==> src/rtl/uart_tx_arbiter_if.sv <==
// Requester and UART-driver signal bundle for uart_tx_arbiter.
// master = requesters + UART driver side, slave = arbiter side.
interface uart_tx_arbiter_if;
  logic [3:0]  req;
  logic [3:0]  last;
  logic [31:0] data;
  logic [3:0]  grant;
  logic [3:0]  byte_ack;
  logic        busy;
  logic        Tx_en;
  logic [7:0]  Tx_Data;
  logic        Tx_ACK;
  logic        timeout_err;

  modport master (
    output req, last, data, Tx_ACK,
    input  grant, byte_ack, busy, Tx_en, Tx_Data, timeout_err
  );

  modport slave (
    input  req, last, data, Tx_ACK,
    output grant, byte_ack, busy, Tx_en, Tx_Data, timeout_err
  );
endinterface

==> src/rtl/uart_tx_arbiter.sv <==
// Round-robin arbiter sharing one UART transmitter among four byte requesters.
// Optional per-byte Tx_ACK timeout enabled by defining UART_ARB_TIMEOUT_EN.
//
// state    | meaning
// IDLE     | no owner; round-robin search from ptr each cycle
// SEND     | Tx_en high, waiting for a fresh Tx_ACK rising edge
// WAIT_LOW | byte acknowledged, waiting for Tx_ACK to drop before next byte/release
module uart_tx_arbiter #(
  parameter int MAX_BURST      = 16,
  parameter int TIMEOUT_CYCLES = 2000000
) (
  input  logic             clk,
  input  logic             rst,
  uart_tx_arbiter_if.slave bus
);

  if (MAX_BURST < 1 || MAX_BURST > 255) begin : g_bad_max_burst
    $error("MAX_BURST out of range 1..255");
  end
  if (TIMEOUT_CYCLES < 1) begin : g_bad_timeout
    $error("TIMEOUT_CYCLES must be at least 1");
  end

  localparam logic [7:0] MAX_B = 8'(MAX_BURST);

  typedef enum logic [1:0] {IDLE, SEND, WAIT_LOW} state_t;

  state_t     state, state_nxt;
  logic [1:0] ptr, ptr_nxt;
  logic [1:0] owner, owner_nxt;
  logic [3:0] grant, grant_nxt;
  logic [3:0] byte_ack, byte_ack_nxt;
  logic       tx_en, tx_en_nxt;
  logic [7:0] tx_data, tx_data_nxt;
  logic       last_q, last_nxt;
  logic [7:0] burst, burst_nxt;
  logic       ack_q;
  logic       ack_rise;
  logic       timeout_hit;
  logic [1:0] pick;
  logic       pick_vld;

  assign ack_rise = bus.Tx_ACK & ~ack_q;

  // Walk downward so the requester closest to ptr is assigned last and wins.
  always_comb begin
    pick     = ptr;
    pick_vld = 1'b0;
    for (int i = 3; i >= 0; i--) begin
      if (bus.req[ptr + 2'(i)]) begin
        pick     = ptr + 2'(i);
        pick_vld = 1'b1;
      end
    end
  end

`ifdef UART_ARB_TIMEOUT_EN
  localparam int TW = $clog2(TIMEOUT_CYCLES + 1);

  logic [TW-1:0] tmo_cnt;
  logic          tmo_err_q;

  assign timeout_hit = (state == SEND) && !ack_rise &&
                       (tmo_cnt == TW'(TIMEOUT_CYCLES - 1));

  // Held at zero outside SEND, so every SEND entry starts a fresh count.
  always_ff @(posedge clk or negedge rst) begin
    if (!rst) begin
      tmo_cnt   <= '0;
      tmo_err_q <= 1'b0;
    end else begin
      tmo_err_q <= timeout_hit;
      if (state != SEND) tmo_cnt <= '0;
      else               tmo_cnt <= tmo_cnt + 1'b1;
    end
  end

  assign bus.timeout_err = tmo_err_q;
`else
  assign timeout_hit     = 1'b0;
  assign bus.timeout_err = 1'b0;
`endif

  always_comb begin
    state_nxt    = state;
    ptr_nxt      = ptr;
    owner_nxt    = owner;
    grant_nxt    = grant;
    byte_ack_nxt = '0;
    tx_en_nxt    = tx_en;
    tx_data_nxt  = tx_data;
    last_nxt     = last_q;
    burst_nxt    = burst;
    case (state)
      IDLE: begin
        if (pick_vld) begin
          state_nxt   = SEND;
          owner_nxt   = pick;
          grant_nxt   = 4'b0001 << pick;
          tx_en_nxt   = 1'b1;
          tx_data_nxt = bus.data[{pick, 3'b000} +: 8];
          last_nxt    = bus.last[pick];
        end
      end
      SEND: begin
        if (ack_rise) begin
          state_nxt    = WAIT_LOW;
          tx_en_nxt    = 1'b0;
          byte_ack_nxt = 4'b0001 << owner;
          if (burst != 8'hFF) burst_nxt = burst + 8'd1;
        end else if (timeout_hit) begin
          state_nxt = IDLE;
          grant_nxt = '0;
          tx_en_nxt = 1'b0;
          burst_nxt = '0;
          ptr_nxt   = owner + 2'd1;
        end
      end
      WAIT_LOW: begin
        if (!bus.Tx_ACK) begin
          if (bus.req[owner] && !last_q && (burst < MAX_B)) begin
            state_nxt   = SEND;
            tx_en_nxt   = 1'b1;
            tx_data_nxt = bus.data[{owner, 3'b000} +: 8];
            last_nxt    = bus.last[owner];
          end else begin
            state_nxt = IDLE;
            grant_nxt = '0;
            tx_en_nxt = 1'b0;
            burst_nxt = '0;
            ptr_nxt   = owner + 2'd1;
          end
        end
      end
      default: begin
        state_nxt = IDLE;
        grant_nxt = '0;
        tx_en_nxt = 1'b0;
        burst_nxt = '0;
      end
    endcase
  end

  always_ff @(posedge clk or negedge rst) begin
    if (!rst) begin
      state    <= IDLE;
      ptr      <= '0;
      owner    <= '0;
      grant    <= '0;
      byte_ack <= '0;
      tx_en    <= 1'b0;
      tx_data  <= '0;
      last_q   <= 1'b0;
      burst    <= '0;
      ack_q    <= 1'b0;
    end else begin
      state    <= state_nxt;
      ptr      <= ptr_nxt;
      owner    <= owner_nxt;
      grant    <= grant_nxt;
      byte_ack <= byte_ack_nxt;
      tx_en    <= tx_en_nxt;
      tx_data  <= tx_data_nxt;
      last_q   <= last_nxt;
      burst    <= burst_nxt;
      ack_q    <= bus.Tx_ACK;
    end
  end

  assign bus.grant    = grant;
  assign bus.byte_ack = byte_ack;
  assign bus.busy     = |grant;
  assign bus.Tx_en    = tx_en;
  assign bus.Tx_Data  = tx_data;

endmodule

==> src/flat_wrapper.sv <==
// flat-port wrapper written by rule: the top's interface ports become plain ports
module uart_tx_arbiter_flat 
#(
  parameter int MAX_BURST      = 16,
  parameter int TIMEOUT_CYCLES = 2000000
)
  (clk, rst, bus_req, bus_last, bus_data, bus_Tx_ACK, bus_grant, bus_byte_ack, bus_busy, bus_Tx_en, bus_Tx_Data, bus_timeout_err);
  uart_tx_arbiter_if bus_i ();
  input  logic clk;
  input  logic rst;
  input wire logic [$bits(bus_i.req)-1:0] bus_req;
  input wire logic [$bits(bus_i.last)-1:0] bus_last;
  input wire logic [$bits(bus_i.data)-1:0] bus_data;
  input wire logic [$bits(bus_i.Tx_ACK)-1:0] bus_Tx_ACK;
  output wire logic [$bits(bus_i.grant)-1:0] bus_grant;
  output wire logic [$bits(bus_i.byte_ack)-1:0] bus_byte_ack;
  output wire logic [$bits(bus_i.busy)-1:0] bus_busy;
  output wire logic [$bits(bus_i.Tx_en)-1:0] bus_Tx_en;
  output wire logic [$bits(bus_i.Tx_Data)-1:0] bus_Tx_Data;
  output wire logic [$bits(bus_i.timeout_err)-1:0] bus_timeout_err;
  assign bus_i.req = bus_req;
  assign bus_i.last = bus_last;
  assign bus_i.data = bus_data;
  assign bus_i.Tx_ACK = bus_Tx_ACK;
  assign bus_grant = bus_i.grant;
  assign bus_byte_ack = bus_i.byte_ack;
  assign bus_busy = bus_i.busy;
  assign bus_Tx_en = bus_i.Tx_en;
  assign bus_Tx_Data = bus_i.Tx_Data;
  assign bus_timeout_err = bus_i.timeout_err;
  uart_tx_arbiter #(.MAX_BURST(MAX_BURST), .TIMEOUT_CYCLES(TIMEOUT_CYCLES)) u_core (.clk(clk), .rst(rst), .bus(bus_i));
endmodule
==> config.mk <==
export PLATFORM = sky130hd
export DESIGN_NAME = uart_tx_arbiter_flat
export DESIGN_NICKNAME = d
export VERILOG_FILES = /design/src/rtl/uart_tx_arbiter_if.sv /design/src/rtl/uart_tx_arbiter.sv /design/src/flat_wrapper.sv
export SDC_FILE = /design/constraint.sdc
export NUM_CORES = 1
export LEC_CHECK = 0
export CORE_ASPECT_RATIO = 1.1
export CORE_MARGIN = 10
export CORE_UTILIZATION = 40
export CTS_CLUSTER_DIAMETER = 120
export DETAILED_ROUTE_END_ITERATION = 16
export PLACE_DENSITY = 0.81
export SYNTH_ARGS = -nofsm -noshare
export SYNTH_HDL_FRONTEND = slang
export SYNTH_SLANG_ARGS = --single-unit
==> constraint.sdc <==
create_clock -name clk -period 4.19 [get_ports clk]
set_input_delay 1.257 -clock clk [delete_from_list [all_inputs] [get_ports clk]]
set_output_delay 1.257 -clock clk [all_outputs]
set_load 0.005 [all_outputs]
### Yosys cells after proc, flatten, opt, wreduce, memory -nomap -nowiden

Index checks and enable logic that the tools add are counted.

| word-level totals | value |
|---|---|
| output and inout port bits | 19 |
| input port bits | 43 |
| logic and storage cells | 104 |
| register bits after elaboration | 33 |

| operators by class | value |
|---|---|
| mux-type cells | 51 |
| equality and inequality tests | 9 |
| add/subtract/negate cells | 5 |
| reductions and logical operators | 12 |
| magnitude comparators | 7 |
| bitwise gates (word level) | 6 |
| shift operators | 4 |

Operators by type and width:

| operator | count |
|---|---|
| $shiftx A32 B6 Y8 | 2 |
| $mux W8 | 7 |
| $pmux W8 S3 | 1 |
| $mux W4 | 5 |
| $mux W1 | 19 |
| $lt A2 B3 Y1 const B | 6 |
| $pmux W8 S2 | 1 |
| $bmux W1 S2 | 7 |
| $mux W2 | 7 |
| $pmux W4 S3 | 1 |
| $add A8 B1 Y8 const B | 1 |
| $lt A8 B5 Y1 const B | 1 |
| $ne A2 B1 Y1 const B | 4 |
| $ne A8 B8 Y1 const B | 1 |
| $reduce_and A4 Y1 | 2 |
| $shl A1 B2 Y4 const A | 2 |
| $pmux W2 S3 | 1 |
| $reduce_and A3 Y1 | 2 |
| $not A1 Y1 | 5 |
| $reduce_and A5 Y1 | 1 |
| $add A2 B1 Y2 const B | 2 |
| $add A2 B2 Y2 const B | 2 |
| $ne A2 B2 Y1 const B | 2 |
| $reduce_or A4 Y1 | 1 |
| 10 further kinds | 11 |

### Logic depth before layout (Yosys ltp)

Gate-level depths: netlist of run 1.

| depth | value |
|---|---|
| word-level depth | 11 |
| mapped depth | 7 |
| mapped depth without buffers | 5 |

### Least setup slack after synthesis of run 1

No wires, ideal clock.

| timing path | value |
|---|---|
| kind | input -> register |
| start point | input port bus_req[0] |
| end point | register u_core.tx_data[1], in the netlist u_core.bus.Tx_Data[1] |
| library setup time | 0.104 ns |
| setup slack | 1.456 ns |
| path buffers | 1 |
| arrival time | 2.630 ns |
| stages | 6 |
| cells stage by stage | and3b_1 > or4_4 > a31o_4 > nor2b_4 > buf_6 > a221oi_1 |

| on the way | value |
|---|---|
| word-level cells in the longest chain between the ends | 9 |
| elaborated cells between the ends (all ways) | 26 |
| classes of those cells | eq/ne (2); shift (1); mux (20); reduce/logical (3) |

Ends and longest elaborated chain:

| item | line | text |
|---|---|---|
| start: declaration | flat_wrapper.sv:11 | `input wire logic [$bits(bus_i.req)-1:0] bus_req;` |
| $bmux W1 S2 | uart_tx_arbiter.sv:50 | `if (bus.req[ptr + 2'(i)]) begin` |
| $mux W1 (implied by the code) | uart_tx_arbiter.sv:50 |  |
| $mux W2 (4 in series) | uart_tx_arbiter.sv:50 |  |
| $shiftx A32 B6 Y8 | uart_tx_arbiter.sv:101 | `tx_data_nxt = bus.data[{pick, 3'b000} +: 8];` |
| $mux W8 | uart_tx_arbiter.sv:96 | `if (pick_vld) begin` |
| $pmux W8 S2 | uart_tx_arbiter.sv:94 | `case (state)` |
| end signal: assignment | uart_tx_arbiter.sv:163 | `tx_data <= tx_data_nxt;` |
| end: declaration | uart_tx_arbiter.sv:34 | `logic [7:0] tx_data, tx_data_nxt;` |

Several ways; a longest one is shown, not always the timed one. The select of a mux whose other input is x is not followed.
A chain may end at the register's enable or synchronous reset.

### Worst setup path in the final report of run 1

| timing path | value |
|---|---|
| start point | input port bus_req[3] |
| end point | register u_core.last_q |

| on the way | value |
|---|---|
| word-level cells in the longest chain between the ends | 10 |
| elaborated cells between the ends (all ways) | 27 |
| classes of those cells | eq/ne (2); mux (22); reduce/logical (3) |

Ends and longest elaborated chain:

| item | line | text |
|---|---|---|
| $bmux W1 S2 | uart_tx_arbiter.sv:50 |  |
| $mux W1 (implied by the code) | uart_tx_arbiter.sv:50 |  |
| $mux W2 (4 in series) | uart_tx_arbiter.sv:50 |  |
| $bmux W1 S2 | uart_tx_arbiter.sv:102 | `last_nxt = bus.last[pick];` |
| $mux W1 (implied by the code) | uart_tx_arbiter.sv:102 |  |
| $mux W1 | uart_tx_arbiter.sv:96 |  |
| $pmux W1 S2 | uart_tx_arbiter.sv:94 |  |
| end signal: assignment | uart_tx_arbiter.sv:164 | `last_q <= last_nxt;` |
| end: declaration | uart_tx_arbiter.sv:35 | `logic last_q, last_nxt;` |

Several ways; a longest one is shown, not always the timed one. The select of a mux whose other input is x is not followed.

==> results of run 1 <==
power breakdown:
group,internal [uW],leakage (uW),switching [uW]
Combinational,420,0.000722,389
Sequential,437,0.000410,127
Clock,194,0.0000585,122
logic make-up after synthesis:
family | share of synthesized area
compound gates | 0.244
fa+ha+maj | 0.0306
buf+inv | 0.0581
flops | 0.404
mux | 0.0741
other cells | 0.00183
simple gates | 0.187
synthesized netlist by cell type, types with 2 or more instances:
cell and count:
nand4_1 3, nor4_1 2, mux2_2 2, and2_1 7, a2111oi_0 8, nor2_1 7
a31oi_1 9, a41oi_1 2, clkbuf_1 5, or2_2 3, a21oi_1 2, o31ai_1 10
a221oi_1 8, o2111ai_1 2, nand3_1 8, buf_2 4, o21ai_0 7, o211ai_1 4
mux2i_1 8, or4_1 2, inv_1 14, nor2b_1 4, nand2_1 18, dfrtp_1 33
nand2b_1 3, nor3_1 2, ha_1 5
registers in the layout (all words and copies together) (netlist names):
| signal | cells |
|---|---|
| u_core.ack_q | 1 |
| u_core.burst | 8 |
| u_core.bus.Tx_Data | 8 |
| u_core.bus.Tx_en | 1 |
| u_core.bus.byte_ack | 4 |
| u_core.bus.grant | 4 |
| u_core.last_q | 1 |
| u_core.owner | 2 |
| u_core.ptr | 2 |
| u_core.state | 2 |
stage by stage:
stage	std cells	worst slack [ns]	area (um^2)	utilization
final	329	0.860	2810	0.565
after CTS	329	0.891	2810	0.565
after global routing	329	0.729	2810	0.565
after floorplan	212	1.46	2040	-
after global placement	321	0.645	2690	0.541
after detailed placement	321	0.591	2690	0.541
layout make-up:
type | instances | area [um^2]
Multi-Input combinational cell | 152 | 1110
Inverter | 14 | 52.6
Sequential cell | 33 | 826
Fill cell | 441 | 2160
Clock buffer | 7 | 86.3
Timing Repair Buffer | 64 | 631
Clock inverter | 1 | 30.0
Tap cell | 58 | 72.6
path summary, 6_finish.rpt:
kind	end	depth (start not counted)	slack (ns)	start
max in group asynchronous	u_core.state[0]	2	2.52	rst
setup / recovery	u_core.last_q	6	0.86	bus_req[3]
setup reg to reg	u_core.bus.Tx_Data[4]	5	1.87	u_core.owner[0]
min in group asynchronous	u_core.bus.Tx_Data[2]	2	1.37	rst
hold / removal	u_core.last_q	1	0.52	u_core.last_q
hold reg to reg	u_core.last_q	1	0.52	u_core.last_q
per-layer routing:
| layer | global-route usage | vias to the layer above | share of wire |
|---|---|---|---|
| met5 | 0 | - | 0 |
| met4 | 0.0602 | 0 | 0.016 |
| met3 | 0.0267 | 8 | 0.048 |
| met2 | 0.237 | 44 | 0.53 |
| met1 | 0.164 | 921 | 0.40 |
| li1 | - | 926 | - |
worst reg2reg max path, stage by stage, from the launching register on:
cell and delay, ns:
dfrtp_1 0.55, mux4_1 0.66, nand4_1 0.12, a22o_2 0.43, nor2b_4 0.14, a221oi_1 0.31
==> qor.yml, run 1 <==
routed_via_density: 5.77
synth_cell_types: 57
dieArea_mm2: 0.00837
syn-num-nets: 260
cts_tree: "done"
initial_utilization: 0.412
via_count: 1899
synth_top_cells_by_area: "dfrtp_1 (40%), mux2i_1 (3.9%), o31ai_1 (3.7%), a2111oi_0 (3.4%), a221oi_1 (3.4%)"
grt_pass1_wl_mm: 9.34
die_h_um: 95.0
cts_hold_buf: 0
coreArea_mm2: 0.00497
required_ns: 4.37
grt_pass1_vias: 1906
finalCritPeriodShare: 0.795
cts.reportedPaths.clkPinSlew_ns: 0.07
diodes: 0
synth_top_area_cell: "dfrtp_1"
layout-area-overhead-vs-synth_pct: 37.2
worstSetupEndpointType: "flip-flop"
drc_errors: 0
power_density_mw_per_mm2: 602
nets: 318
firstDrtPassIters: 4
ys_seq_area_frac: 0.404
cts_root_buf: "clkbuf_8"
numClockSinks: 33
drt_iter0_drc: 117
slew_headroom: 0.629
worst_pin_slew_ns: 0.542
gp_congestion: 0.825
io_buffers: 60
peakVddDrop_v: 0.000246
finalWirelength_mm: 5.78
min_period_ns: 3.33
final.setup.tns_ns: 0
crit_type: "primary input to flip-flop"
htreeDepth: 2
fin_skew_ns: 0.00573
yosys.area.top_type_share: 0.404
rsz0062_at_grt: "no"
outcome: "completed"
cts_buffers: 5
antenna_found_initial: 0
hold_slack_ns: 0.519
crit_arrival_ns: 3.51
clk_path_buf_depth: 2
synth_area_mm2: 0.00204
post_cts_resize_count: 0
slew_violations: 0
synth_cells: 212
drv_cap: 0
drt-wirelength-per-cell_um: 17.6
power_uw: 1690
final-setup-viol-count: 0
grt_start_max_net_pins: 34
async_flop_share: 1.00
fp.dieW_um: 88.2
max_stage_delay_ns: 0.72
rows: 27
leakage_uw: 0.00119
grt.overflow.total: 0
grt_util_all_layers: 0.139
clk_latency_ns: 0.29
drive_gt1_frac: 0.0849
syn_area_per_cell_um2: 9.64
ioPinCount: 62
fmax_mhz: 300
timing.critical_path.cells: "clkdlybuf4s50_1 -> and2_1 -> or4_1 -> a41o_1 -> a211o_1 -> a32o_1"
post_cts_buffers: 0
antenna_left: 0
ys.flop_type: "dfrtp_1"
cpMaxStageDelayCell: "or4_1"
critical_path_buf_inv_count: 1
ys_seq_elements: 33
hold_viol_final: 0
critical-path-top-delay-family: "simple AND/OR/NAND/NOR gates"
synth-edff-count: 0
critPathMaxFanout: 12
final_cell_mix: "clkdlybuf4s50_1 (60), dfrtp_1 (33), nand2_1 (18)"
yosysWarnings: 0
final_common_cell: "clkdlybuf4s50_1"
hp-class: "flip-flop to flip-flop"
start_kind: "primary input"
hpwl_mm: 4.44
No activity file was read; power rests on OpenSTA's default activity.
==> inputs of run 2 (changes only) <==
Clock period 4.19 ns to 3.34 ns, I/O delays scaled along.
==> qor.yml, run 2 (synthesized netlist as in run 1, its figures left out) <==
outcome: "completed"
fp.dieW_um: 88.2  # unchanged
crit_type: "primary input to flip-flop"
coreArea_mm2: 0.00497  # unchanged
io_buffers: 60  # unchanged
worstSetupEndpointType: "flip-flop"
drv_cap: 0  # unchanged
clk_path_buf_depth: 2  # unchanged
final_common_cell: "clkdlybuf4s50_1"
via_count: 1922  # +1.2%
cts.reportedPaths.clkPinSlew_ns: 0.06  # about the same
drive_gt1_frac: 0.0886  # +0.00369
start_kind: "primary input"
layout-area-overhead-vs-synth_pct: 36.4
cts_hold_buf: 0  # unchanged
grt.overflow.total: 0  # unchanged
grt_pass1_vias: 1883  # -1.2%
dpl_cell_area_mm2: 0.00270  # +0.28%
final_cell_mix: "clkdlybuf4s50_1 (60), dfrtp_1 (33), nand2_1 (18)"
r2r-end: "u_core.ptr[1]"
crit_arrival_ns: 3.07  # -0.44 ns
ioPinCount: 62  # unchanged
startpoint: "bus_req[3]"
drt-wirelength-per-cell_um: 17.8  # +1.2%
diodes: 0  # unchanged
hp-class: "flip-flop to flip-flop"
htreeDepth: 2  # unchanged
slew_violations: 0  # unchanged
fmax_mhz: 342
numClockSinks: 33  # unchanged
clk_latency_ns: 0.29  # about the same
hold_slack_ns: 0.514  # -0.00529 ns
rsz0062_at_grt: "no"
slew_headroom: 0.593  # -0.0359
rrSetupSlack_ns: 1.12  # -0.75 ns
nets: 319  # +0.31%
critPathMaxFanout: 9  # -3
hold_viol_final: 0  # unchanged
post_cts_buffers: 0  # unchanged
drt_iter0_drc: 150  # +28%
cts_root_buf: "clkbuf_8"
hpwl_mm: 4.55  # +2.4%
antenna_found_initial: 0  # unchanged
antenna_left: 0  # unchanged
final.setup.tns_ns: 0  # unchanged
endpoint: "u_core.bus.Tx_Data[3]"
drc_errors: 0  # unchanged
finalCritPeriodShare: 0.877
cts_buffers: 5  # unchanged
rr_startpoint: "u_core.owner[0]"
grt_start_max_net_pins: 34  # unchanged
finalInstanceArea_mm2: 0.00279  # -0.62%
power_density_mw_per_mm2: 731  # +21%
die_h_um: 95.0  # unchanged
rows: 27  # unchanged
dieArea_mm2: 0.00837  # unchanged
worst_pin_slew_ns: 0.606  # +0.0642 ns
grt_pass1_wl_mm: 9.24  # -1.0%
gp_congestion: 0.830  # +0.67%
cts_tree: "done"
finalWirelength_mm: 5.85  # +1.2%
initial_utilization: 0.412  # unchanged
routed_via_density: 5.84  # +1.2%
fin_skew_ns: 0.00668  # +0.000949 ns
rr_worst_depth: 4  # -1
final-setup-viol-count: 0  # unchanged
peakVddDrop_v: 0.000344  # +40%
leakage_uw: 0.00118  # -0.64%
required_ns: 3.48  # -0.89 ns
min_period_ns: 2.93
firstDrtPassIters: 4  # unchanged
grt_util_all_layers: 0.138  # -0.000399
## run 2: cell types whose count changed in the layout (fill, tap and decap cells not counted)
cell / before / now
buf_4: 4 / 5
bufinv_16: 1 / 0
o31ai_1: 10 / 9
o31ai_2: 0 / 1
## run 2: area by class of cell
type,count,area (um^2)
Multi-Input combinational cell,152,1110
Tap cell,58,72.6
Inverter,14,52.6
Timing Repair Buffer,65,638
Fill cell,460,2180
Clock buffer,7,86.3
Sequential cell,33,826
## run 2: worst min-delay path by stage
| stage | startpoint | to | slack (ns) | depth (start not counted) |
|---|---|---|---|---|
| floorplan | u_core.last_q | u_core.last_q | 0.47 | 1 |
| global placement | u_core.bus.Tx_en | u_core.bus.Tx_en | 0.49 | 2 |
| detailed placement | u_core.burst[6] | u_core.burst[6] | 0.50 | 1 |
| CTS | u_core.burst[6] | u_core.burst[6] | 0.51 | 1 |
| global route | u_core.burst[6] | u_core.burst[6] | 0.56 | 1 |
| finish | u_core.burst[6] | u_core.burst[6] | 0.51 | 1 |
## run 2: metal layers
metal	global-route usage	vias to the layer above	routed length, um
met5	0	-	0
met1	0.157	933	2230
met2	0.243	51	3180
met4	0.0458	0	103
met3	0.0370	8	339
li1	-	930	-
## run 2: through the flow
stage / std cells / power [uW] / util / worst slack, ns
after floorplan: 212 / 1320 / - / 0.861
after global placement: 322 / 1690 / 0.543 / 0.0536
after detailed placement: 322 / 1730 / 0.543 / -0.0384
after CTS: 329 / 2040 / 0.560 / 0.208
after global routing: 329 / 2180 / 0.561 / 0.186
final: 329 / 2040 / 0.561 / 0.412
## run 2: worst max-delay path: stages
cell             delay (ns)
clkdlybuf4s50_1        0.60
and3b_1                0.21
or4_4                  0.50
a31o_4                 0.28
a2111oi_0              0.38
a221oi_1               0.10
## run 2: repair_timing
action / CTS / global route
endpoints found under the setup margin: 0 / 2
gates resized for setup: 0 / 1
endpoints found under the hold margin: 0 / 0
## run 2: where the power goes
part	leakage, uW	internal [uW]	total, uW	switching [uW]
Sequential	0.000410	548	710	162
Combinational	0.000728	531	1020	492
Clock	0.0000443	163	304	141
Total	0.00118	1240	2040	794
